## config.mk

```make
export PLATFORM = sky130hd
export DESIGN_NAME = tohost_ctrl_flat
export DESIGN_NICKNAME = d
export VERILOG_FILES = /design/src/rtl/tohost_ctrl_if.sv /design/src/rtl/tohost_ctrl.sv /design/src/flat_wrapper.sv
export SDC_FILE = /design/constraint.sdc
export NUM_CORES = 1
export LEC_CHECK = 0
export CAP_MARGIN = 20
export CORE_MARGIN = 2
export CORE_UTILIZATION = 58
export DETAILED_ROUTE_END_ITERATION = 8
export PLACE_DENSITY = 0.86
export REMOVE_ABC_BUFFERS = 1
export SYNTH_ARGS = -nofsm -noshare
export SYNTH_HDL_FRONTEND = slang
export SYNTH_SLANG_ARGS = --single-unit
```

## constraint.sdc

```tcl
create_clock -name CLK -period 3.87 [get_ports CLK]
set_clock_uncertainty 0.1 [all_clocks]
set_input_delay 0.774 -clock CLK [delete_from_list [all_inputs] [get_ports CLK]]
set_output_delay 0.774 -clock CLK [all_outputs]
set_load 0.02 [all_outputs]
```

## src/rtl/tohost_ctrl_if.sv

```systemverilog
// Core-side tohost port and console character stream of the run controller.
// The master side is the core/harness; the slave side is tohost_ctrl.
interface tohost_ctrl_if;
  logic        core_rstn;
  logic        tohost_we;
  logic [31:0] tohost;
  logic        putc_valid;
  logic [7:0]  putc_data;
  logic        putc_ready;

  modport master (
    input  core_rstn,
    input  putc_valid,
    input  putc_data,
    output tohost_we,
    output tohost,
    output putc_ready
  );

  modport slave (
    output core_rstn,
    output putc_valid,
    output putc_data,
    input  tohost_we,
    input  tohost,
    input  putc_ready
  );
endinterface

```

## src/rtl/tohost_ctrl.sv

```systemverilog
// Test-run sequencer: holds the core in reset, runs it, decodes tohost writes
// into console characters or an exit code, and stops the run on a watchdog.
//
//   state  | meaning
//   S_IDLE | core held in reset, waiting for start
//   S_RUN  | core running, tohost writes decoded, cycles counting
//   S_DONE | core held in reset, results frozen until the next start
module tohost_ctrl #(
  parameter int CNT_W      = 32,
  parameter int MAX_CYCLES = 1_000_000,
  parameter int FIFO_DEPTH = 4
) (
  input  logic              CLK,
  input  logic              RSTn,
  input  logic              start,
  tohost_ctrl_if.slave      bus,
  output logic              busy,
  output logic              done,
  output logic              pass,
  output logic              timeout,
  output logic [30:0]       exit_code,
  output logic [CNT_W-1:0]  cycles,
  output logic              overflow
);

  localparam int PTR_W = $clog2(FIFO_DEPTH);
  localparam int CNT_FW = PTR_W + 1;
  localparam logic [CNT_W-1:0] WD_LOAD =
    (MAX_CYCLES == 0) ? '0 : CNT_W'(MAX_CYCLES - 1);
  localparam logic [CNT_FW-1:0] FIFO_FULL = CNT_FW'(FIFO_DEPTH);

  typedef enum logic [1:0] {S_IDLE, S_RUN, S_DONE} state_t;

  state_t            state_q, state_d;
  logic              core_rstn_q, core_rstn_d;
  logic              pass_q, pass_d;
  logic              timeout_q, timeout_d;
  logic [30:0]       exit_code_q, exit_code_d;
  logic [CNT_W-1:0]  cycles_q, cycles_d;
  logic [CNT_W-1:0]  wd_q, wd_d;
  logic              overflow_q, overflow_d;

  logic [7:0]        mem_q [FIFO_DEPTH];
  logic [PTR_W-1:0]  wr_ptr_q, rd_ptr_q;
  logic [CNT_FW-1:0] cnt_q;

  logic is_console, wr_run, con_wr, exit_wr, wd_hit;
  logic fifo_full, fifo_nempty, push, pop, drop;

  assign is_console  = (bus.tohost[31:16] == 16'h0101);
  assign wr_run      = (state_q == S_RUN) && bus.tohost_we;
  assign con_wr      = wr_run && is_console;
  assign exit_wr     = wr_run && !is_console && bus.tohost[0];
  // Watchdog is a down-counter loaded on RUN entry; terminal count is zero.
  assign wd_hit      = (MAX_CYCLES != 0) && (wd_q == '0);

  assign fifo_nempty = (cnt_q != '0);
  assign fifo_full   = (cnt_q == FIFO_FULL);
  assign pop         = fifo_nempty && bus.putc_ready;
  assign push        = con_wr && (!fifo_full || pop);
  assign drop        = con_wr && fifo_full && !pop;

  always_comb begin
    state_d     = state_q;
    pass_d      = pass_q;
    timeout_d   = timeout_q;
    exit_code_d = exit_code_q;
    cycles_d    = cycles_q;
    wd_d        = wd_q;
    overflow_d  = overflow_q | drop;

    case (state_q)
      S_IDLE, S_DONE: begin
        if (start) begin
          state_d     = S_RUN;
          pass_d      = 1'b0;
          timeout_d   = 1'b0;
          exit_code_d = '0;
          cycles_d    = '0;
          wd_d        = WD_LOAD;
          overflow_d  = 1'b0;
        end
      end
      S_RUN: begin
        if (exit_wr) begin
          state_d     = S_DONE;
          exit_code_d = bus.tohost[31:1];
          pass_d      = (bus.tohost[31:1] == 31'd0);
        end else if (wd_hit) begin
          state_d     = S_DONE;
          timeout_d   = 1'b1;
          pass_d      = 1'b0;
          exit_code_d = '0;
        end else begin
          // cycles only advances while staying in RUN, so it freezes at the exit edge
          cycles_d = (cycles_q == '1) ? cycles_q : cycles_q + CNT_W'(1);
          wd_d     = (wd_q == '0) ? wd_q : wd_q - CNT_W'(1);
        end
      end
      default: state_d = S_IDLE;
    endcase

    core_rstn_d = (state_d == S_RUN);
  end

  always_ff @(posedge CLK or negedge RSTn) begin
    if (!RSTn) begin
      state_q     <= S_IDLE;
      core_rstn_q <= 1'b0;
      pass_q      <= 1'b0;
      timeout_q   <= 1'b0;
      exit_code_q <= '0;
      cycles_q    <= '0;
      wd_q        <= '0;
      overflow_q  <= 1'b0;
    end else begin
      state_q     <= state_d;
      core_rstn_q <= core_rstn_d;
      pass_q      <= pass_d;
      timeout_q   <= timeout_d;
      exit_code_q <= exit_code_d;
      cycles_q    <= cycles_d;
      wd_q        <= wd_d;
      overflow_q  <= overflow_d;
    end
  end

  always_ff @(posedge CLK or negedge RSTn) begin
    if (!RSTn) begin
      for (int i = 0; i < FIFO_DEPTH; i++) mem_q[i] <= 8'h00;
      wr_ptr_q <= '0;
      rd_ptr_q <= '0;
      cnt_q    <= '0;
    end else begin
      if (push) begin
        mem_q[wr_ptr_q] <= bus.tohost[7:0];
        wr_ptr_q        <= wr_ptr_q + PTR_W'(1);
      end
      if (pop) rd_ptr_q <= rd_ptr_q + PTR_W'(1);
      case ({push, pop})
        2'b10:   cnt_q <= cnt_q + CNT_FW'(1);
        2'b01:   cnt_q <= cnt_q - CNT_FW'(1);
        default: cnt_q <= cnt_q;
      endcase
    end
  end

  assign bus.core_rstn  = core_rstn_q;
  assign bus.putc_valid = fifo_nempty;
  assign bus.putc_data  = fifo_nempty ? mem_q[rd_ptr_q] : 8'h00;

  assign busy      = (state_q == S_RUN);
  assign done      = (state_q == S_DONE);
  assign pass      = pass_q;
  assign timeout   = timeout_q;
  assign exit_code = exit_code_q;
  assign cycles    = cycles_q;
  assign overflow  = overflow_q;

endmodule
```

## src/flat_wrapper.sv

```systemverilog
// flat-port wrapper written by rule: the top's interface ports become plain ports
module tohost_ctrl_flat 
#(
  parameter int CNT_W      = 32,
  parameter int MAX_CYCLES = 1_000_000,
  parameter int FIFO_DEPTH = 4
)
  (CLK, RSTn, start, busy, done, pass, timeout, exit_code, cycles, overflow, bus_core_rstn, bus_putc_valid, bus_putc_data, bus_tohost_we, bus_tohost, bus_putc_ready);
  tohost_ctrl_if bus_i ();
  input  logic CLK;
  input  logic RSTn;
  input  logic start;
  output logic busy;
  output logic done;
  output logic pass;
  output logic timeout;
  output logic [30:0] exit_code;
  output logic [CNT_W-1:0] cycles;
  output logic overflow;
  output wire logic [$bits(bus_i.core_rstn)-1:0] bus_core_rstn;
  output wire logic [$bits(bus_i.putc_valid)-1:0] bus_putc_valid;
  output wire logic [$bits(bus_i.putc_data)-1:0] bus_putc_data;
  input wire logic [$bits(bus_i.tohost_we)-1:0] bus_tohost_we;
  input wire logic [$bits(bus_i.tohost)-1:0] bus_tohost;
  input wire logic [$bits(bus_i.putc_ready)-1:0] bus_putc_ready;
  assign bus_core_rstn = bus_i.core_rstn;
  assign bus_putc_valid = bus_i.putc_valid;
  assign bus_putc_data = bus_i.putc_data;
  assign bus_i.tohost_we = bus_tohost_we;
  assign bus_i.tohost = bus_tohost;
  assign bus_i.putc_ready = bus_putc_ready;
  tohost_ctrl #(.CNT_W(CNT_W), .MAX_CYCLES(MAX_CYCLES), .FIFO_DEPTH(FIFO_DEPTH)) u_core (.CLK(CLK), .RSTn(RSTn), .start(start), .bus(bus_i), .busy(busy), .done(done), .pass(pass), .timeout(timeout), .exit_code(exit_code), .cycles(cycles), .overflow(overflow));
endmodule
```

Yosys cells after proc, flatten, opt, wreduce, memory -nomap -nowiden:

Index checks and enable logic that the tools add are counted.

* register bits after elaboration: 140
* input bits: 37
* output and inout port bits: 78
* word-level logic and storage cells: 99

* add/subtract/negate cells: 6
* order comparisons: 3
* equality and inequality tests: 14
* multiplexer cells: 34
* bitwise logic cells: 3
* reductions and logical operators: 24

Operator list (number)
* two-way mux 32 bit: 7
* one-hot mux 32 bit (2 select lines): 2
* two-way mux 31 bit: 3
* one-hot mux 31 bit (2 select lines): 1
* adder 32 x 1 -> 32 bit (second input constant): 1
* bitwise mux 32 bit: 1
* equality test 32 bit (second input constant): 1
* logical NOT 32 bit: 1
* two-way mux 8 bit: 4
* subtractor 32 x 1 -> 32 bit (second input constant): 1
* logical NOT 31 bit: 1
* binary-select mux 8 bit (select 2 bit): 1
* demux 8 bit (select 2 bit): 1
* equality test 16 x 9 -> 1 bit (second input constant): 1
* logical AND 1 bit: 9
* != test 2 bit (second input constant): 4
* AND reduction 4 bit: 2
* two-way mux 1 bit: 7
* equality test 2 x 1 -> 1 bit (second input constant): 3
* >= comparator 3 bit (second input constant): 2
* two-way mux 2 bit: 3
* NOT 2 -> 3 bit: 2
* one-hot mux 3 bit (2 select lines): 1
* AND reduction 5 bit: 1
* other kinds (18): 24

Longest topological paths before layout:

* depth after elaboration: 8
* mapped depth: 12
* gate-level depth less buffers: 11

Worst setup path after synthesis:

Ideal clock, no wire load.

* path type: input port to flip-flop
* from: input port bus_tohost[21]
* to: register u_core.cnt_q[1]
* library setup time: 0.083 ns
* arrival time: 2.597 ns
* setup slack: 1.091 ns
* cell stages on the path: 10
* path buffers: 1
* cell sequence: nor4_1 and4_1 buf_2 nand3_1 nor2_2 inv_1 ha_1 inv_1 fa_1 o21ai_0

* longest elaborated chain between the ends: 5

RTL lines
* from (decl): line flat_wrapper.sv:24 `input wire logic [$bits(bus_i.tohost)-1:0] bus_tohost;`
* equality test 16 x 9 -> 1 bit (*): line tohost_ctrl.sv:50 `assign is_console = (bus.tohost[31:16] == 16'h0101);`
* logical AND 1 bit (*): line tohost_ctrl.sv:52 `assign con_wr = wr_run && is_console;`
* logical AND 1 bit (*): line tohost_ctrl.sv:60 `assign push = con_wr && (!fifo_full || pop);`
* equality test 2 x 1 -> 1 bit or equality test 2 bit (tied branches): line tohost_ctrl.sv:140 `case ({push, pop})`
* one-hot mux 3 bit (2 select lines) or nonzero test 2 bit (tied branches)
* to (signal assigned): line tohost_ctrl.sv:141 `2'b10: cnt_q <= cnt_q + CNT_FW'(1);`
* to (signal assigned): line tohost_ctrl.sv:142 `2'b01: cnt_q <= cnt_q - CNT_FW'(1);`
* to (signal assigned): line tohost_ctrl.sv:143 `default: cnt_q <= cnt_q;`
* to (decl): line tohost_ctrl.sv:45 `logic [CNT_FW-1:0] cnt_q;`

Every way passes the cells marked *; elsewhere a longest branch is shown, timed or not.
A chain may end at the register's enable or synchronous reset.

Worst setup path in the final report:

* from: register u_core.rd_ptr_q[0]
* to: output port bus_putc_data[5]

* longest elaborated chain between the ends: 5

RTL lines
* from (decl): line tohost_ctrl.sv:44 `logic [PTR_W-1:0] wr_ptr_q, rd_ptr_q;`
* from (signal assigned): line tohost_ctrl.sv:139 `if (pop) rd_ptr_q <= rd_ptr_q + PTR_W'(1);`
* NOT 2 -> 3 bit (not written as such): line tohost_ctrl.sv:150 `assign bus.putc_data = fifo_nempty ? mem_q[rd_ptr_q] : 8'h00;`
* binary-select mux 8 bit (select 2 bit): line tohost_ctrl.sv:150
* two-way mux 8 bit (not written as such) (2 in a row): line tohost_ctrl.sv:150
* two-way mux 8 bit: line tohost_ctrl.sv:150
* to (decl): line flat_wrapper.sv:22 `output wire logic [$bits(bus_i.putc_data)-1:0] bus_putc_data;`

Every way passes these cells. The select of a mux whose other input is x is not followed.

==> impl_metrics.csv <==
group,metric,value,unit
setup_path,worstPathArrival,2.49,ns
setup_path,path_cells,"mux4_2, and2_1, clkdlybuf4s50_1",
clocking,htreeDepth,4,
yosys,yosys_register_bits,140,
yosys,synth_cells,623,
finish,fin_cells,895,
placed_design,place_congestion,0.891,
finish,fill_cells,705,
yosys,yosysUniqueCellTypes,53,
finish,layout.area.seq,3500,um2
finish,mostFrequentLayoutCells,"dfrtp_1, clkdlybuf4s50_1, nand2_1",
run,maxCapViolCount,0,
global_route,grt_max_degree,88,
global_route,grt_pass1_vias,5971,
setup_path,crit_slowest_cell,"dfrtp_1",
timing,fin_setup_tns,0,ns
setup_path,endpoint_kind,"output pin",
yosys,synth_area,6910,um2
placed_design,place_inst,863,
setup_path,path_class,"reg2out",
global_route,grt_overflow,0,
timing,setup_viol,0,
clocking,ctsResizeCount,0,
power,leakagePower,3.80,nW
global_route,grt_pass1_wl,29700,um
timing,slew_headroom,0.239,
clocking,clock_sinks,140,
finish,syn_to_final_growth,27.7,%
clocking,path_clk_slew,0.06,ns
yosys,yosysTopAreaCell,"dfrtp_1",
yosys,synth_edf_count,0,
outcome,violations,"DRC",
floorplan,dieArea,12800,um2
outcome,status,"finished with violations",
timing,min_period,3.37,ns
setup_path,critPathBufInv,1,
yosys,syn_avg_cell_area,11.1,um2
yosys,netlist.area_leader.share,0.507,
floorplan,fp.dieW,113,um
clocking,cts_tree,"yes",
placed_design,dpl.hpwl,12100,um
clocking,cts_root_buffer,"clkbuf_16",
drt,vias_per_cell,6.48,
clocking,ctsHoldBuffers,0,
floorplan,core-area,11500,um2
setup_path,cp.required,3.00,ns
yosys,async_reset_ff_frac,1.00,
placed_design,placed_cell_area,8160,um2
drt,wl_per_cell,20.4,um
global_route,gr-usage-all-layers,0.293,
finish,antenna_cells,0,
hold_path,worstHoldPathType,"in2async",
floorplan,io_pins,115,
yosys,yosys_warnings,0,
yosys,synth.area.top_cells,"dfrtp_1, mux2_2, a22o_1, nand2_1, mux4_2",
drt,drt_first_pass_iters,8,
drt,drtIter0Drc,620,
drt,route.detailed.drc,9,
finish,fin_area,8830,um2
floorplan,start_util,0.600,
power,pwr_density_cell,573,nW/um2
timing,min_period_over_period,0.870,
clocking,insertion_delay,0.42,ns
floorplan,rows,39,
yosys,ys_seq_area_frac,0.507,
floorplan,die_h,113,um
timing,tightestPinTransition,1.13,ns
finish,final_common_cell,"dfrtp_1",
drt,postRouteWirelength,18200,um
yosys,synthFlopType,"dfrtp_1",
placed_design,port_buffers,114,
finish,final_util,0.767,
clocking,cts_buffers,17,
setup_path,crit_family,"flip-flops",
clocking,postCtsSetupRepairBufs,0,
drt,ant_nets,0,
setup_path,reg2reg_slack,1.05,ns
timing,slew_viol_final,0,
finish,nets,785,
timing,hold_violations,0,
clocking,cts_buffer_depth,2,
setup_path,worstPathMaxFanout,10,
finish,multi_input_area,3200,um2
setup_path,critical_path.max_stage_delay,0.75,ns
drt,num_vias,5801,
power,vdd_drop_max,0.296,mV
timing,timing.fmax,0.297,GHz
finish,drive_gt1_frac,0.141,
setup_path,worst_setup_path_start_kind,"flip-flop",
timing,grt_setup_unrepaired,"false",
global_route,antenna_found_initial,0,
final timing paths:
| path | from | end | cells after the start |
|---|---|---|---|
| setup / recovery | u_core.rd_ptr_q[0]$_DFFE_PN0P_ | bus_putc_data[5] | 3 |
| hold / removal | RSTn | u_core.exit_code[1]$_DFFE_PN0P_ | 1 |
| setup reg to reg | u_core.wd_q[2]$_DFFE_PN0P_ | u_core.pass$_DFFE_PN0P_ | 6 |
| hold reg to reg | u_core.wd_q[26]$_DFFE_PN0P_ | u_core.wd_q[26]$_DFFE_PN0P_ | 1 |
| max in group asynchronous | RSTn | u_core.cycles[0]$_DFFE_PN0P_ | 2 |
| min in group CLK | u_core.wd_q[26]$_DFFE_PN0P_ | u_core.wd_q[26]$_DFFE_PN0P_ | 1 |
synth_stat cells, drive strengths merged (14+ instances only):
master,number
dfrtp,140
nand2,55
a22o,33
mux2,32
nor2,32
a21oi,30
o21ai,25
nor4,24
or3,21
nand3,20
nand4,20
nor3,15
clkbuf,14
inv,14
state kept, by name, indices dropped and copies added, names as in the netlist:
register and cells:
u_core.cycles 32, u_core.mem_q 32, u_core.wd_q 32, u_core.exit_code 31, u_core.cnt_q 3, u_core.rd_ptr_q 2
u_core.state_q 2, u_core.wr_ptr_q 2, u_core.bus.core_rstn 1, u_core.overflow 1, u_core.pass 1, u_core.timeout 1
power by group:
group	internal (W)	switching [W]	leakage [nW]	total, W
Combinational	0.000562	0.000797	1.62	0.00136
Sequential	0.00165	0.000197	1.86	0.00185
Clock	0.00121	0.000634	0.321	0.00185
Total	0.00343	0.00163	3.80	0.00506
cell type report:
cell class / instances / share of cell area
sequential: 140 / 0.397
inverter: 14 / 0.00595
clock inverter: 14 / 0.0272
multi-input combinational: 442 / 0.362
tap: 143 / 0.0203
clock buffer: 18 / 0.0486
timing repair buffer: 124 / 0.139
kinds of logic (layout without fill, tap and decap cells):
family | Yosys count | in the layout | synth area share
compound gates | 117 | 117 | 0.117
xor+xnor | 21 | 21 | 0.0266
fa+ha+maj | 9 | 9 | 0.0174
buf+inv | 41 | 170 | 0.0322
flops | 140 | 140 | 0.507
mux | 53 | 53 | 0.0970
simple gates | 242 | 242 | 0.203
per-layer routing:
layer	track usage	part of all wire	wire, um	vias to the layer above
met3	0.0659	0.063	1150	38
met4	0.122	0.022	405	0
met5	0	0	0	-
li1	-	-	-	2563
met1	0.365	0.39	7190	2924
met2	0.496	0.52	9490	276
through the flow:
step / hold slack [ns] / worst slack, ns / power, W
2_1_floorplan: 0.346 / 0.0315 / 0.00256
3_3_place_gp: 0.365 / 0.346 / 0.00315
3_5_place_dp: 0.375 / 0.263 / 0.00321
4_1_cts: 0.345 / 0.476 / 0.00507
5_1_grt: 0.372 / 0.402 / 0.00526
6_report: 0.317 / 0.504 / 0.00506
(Power assumes the default switching activity.)
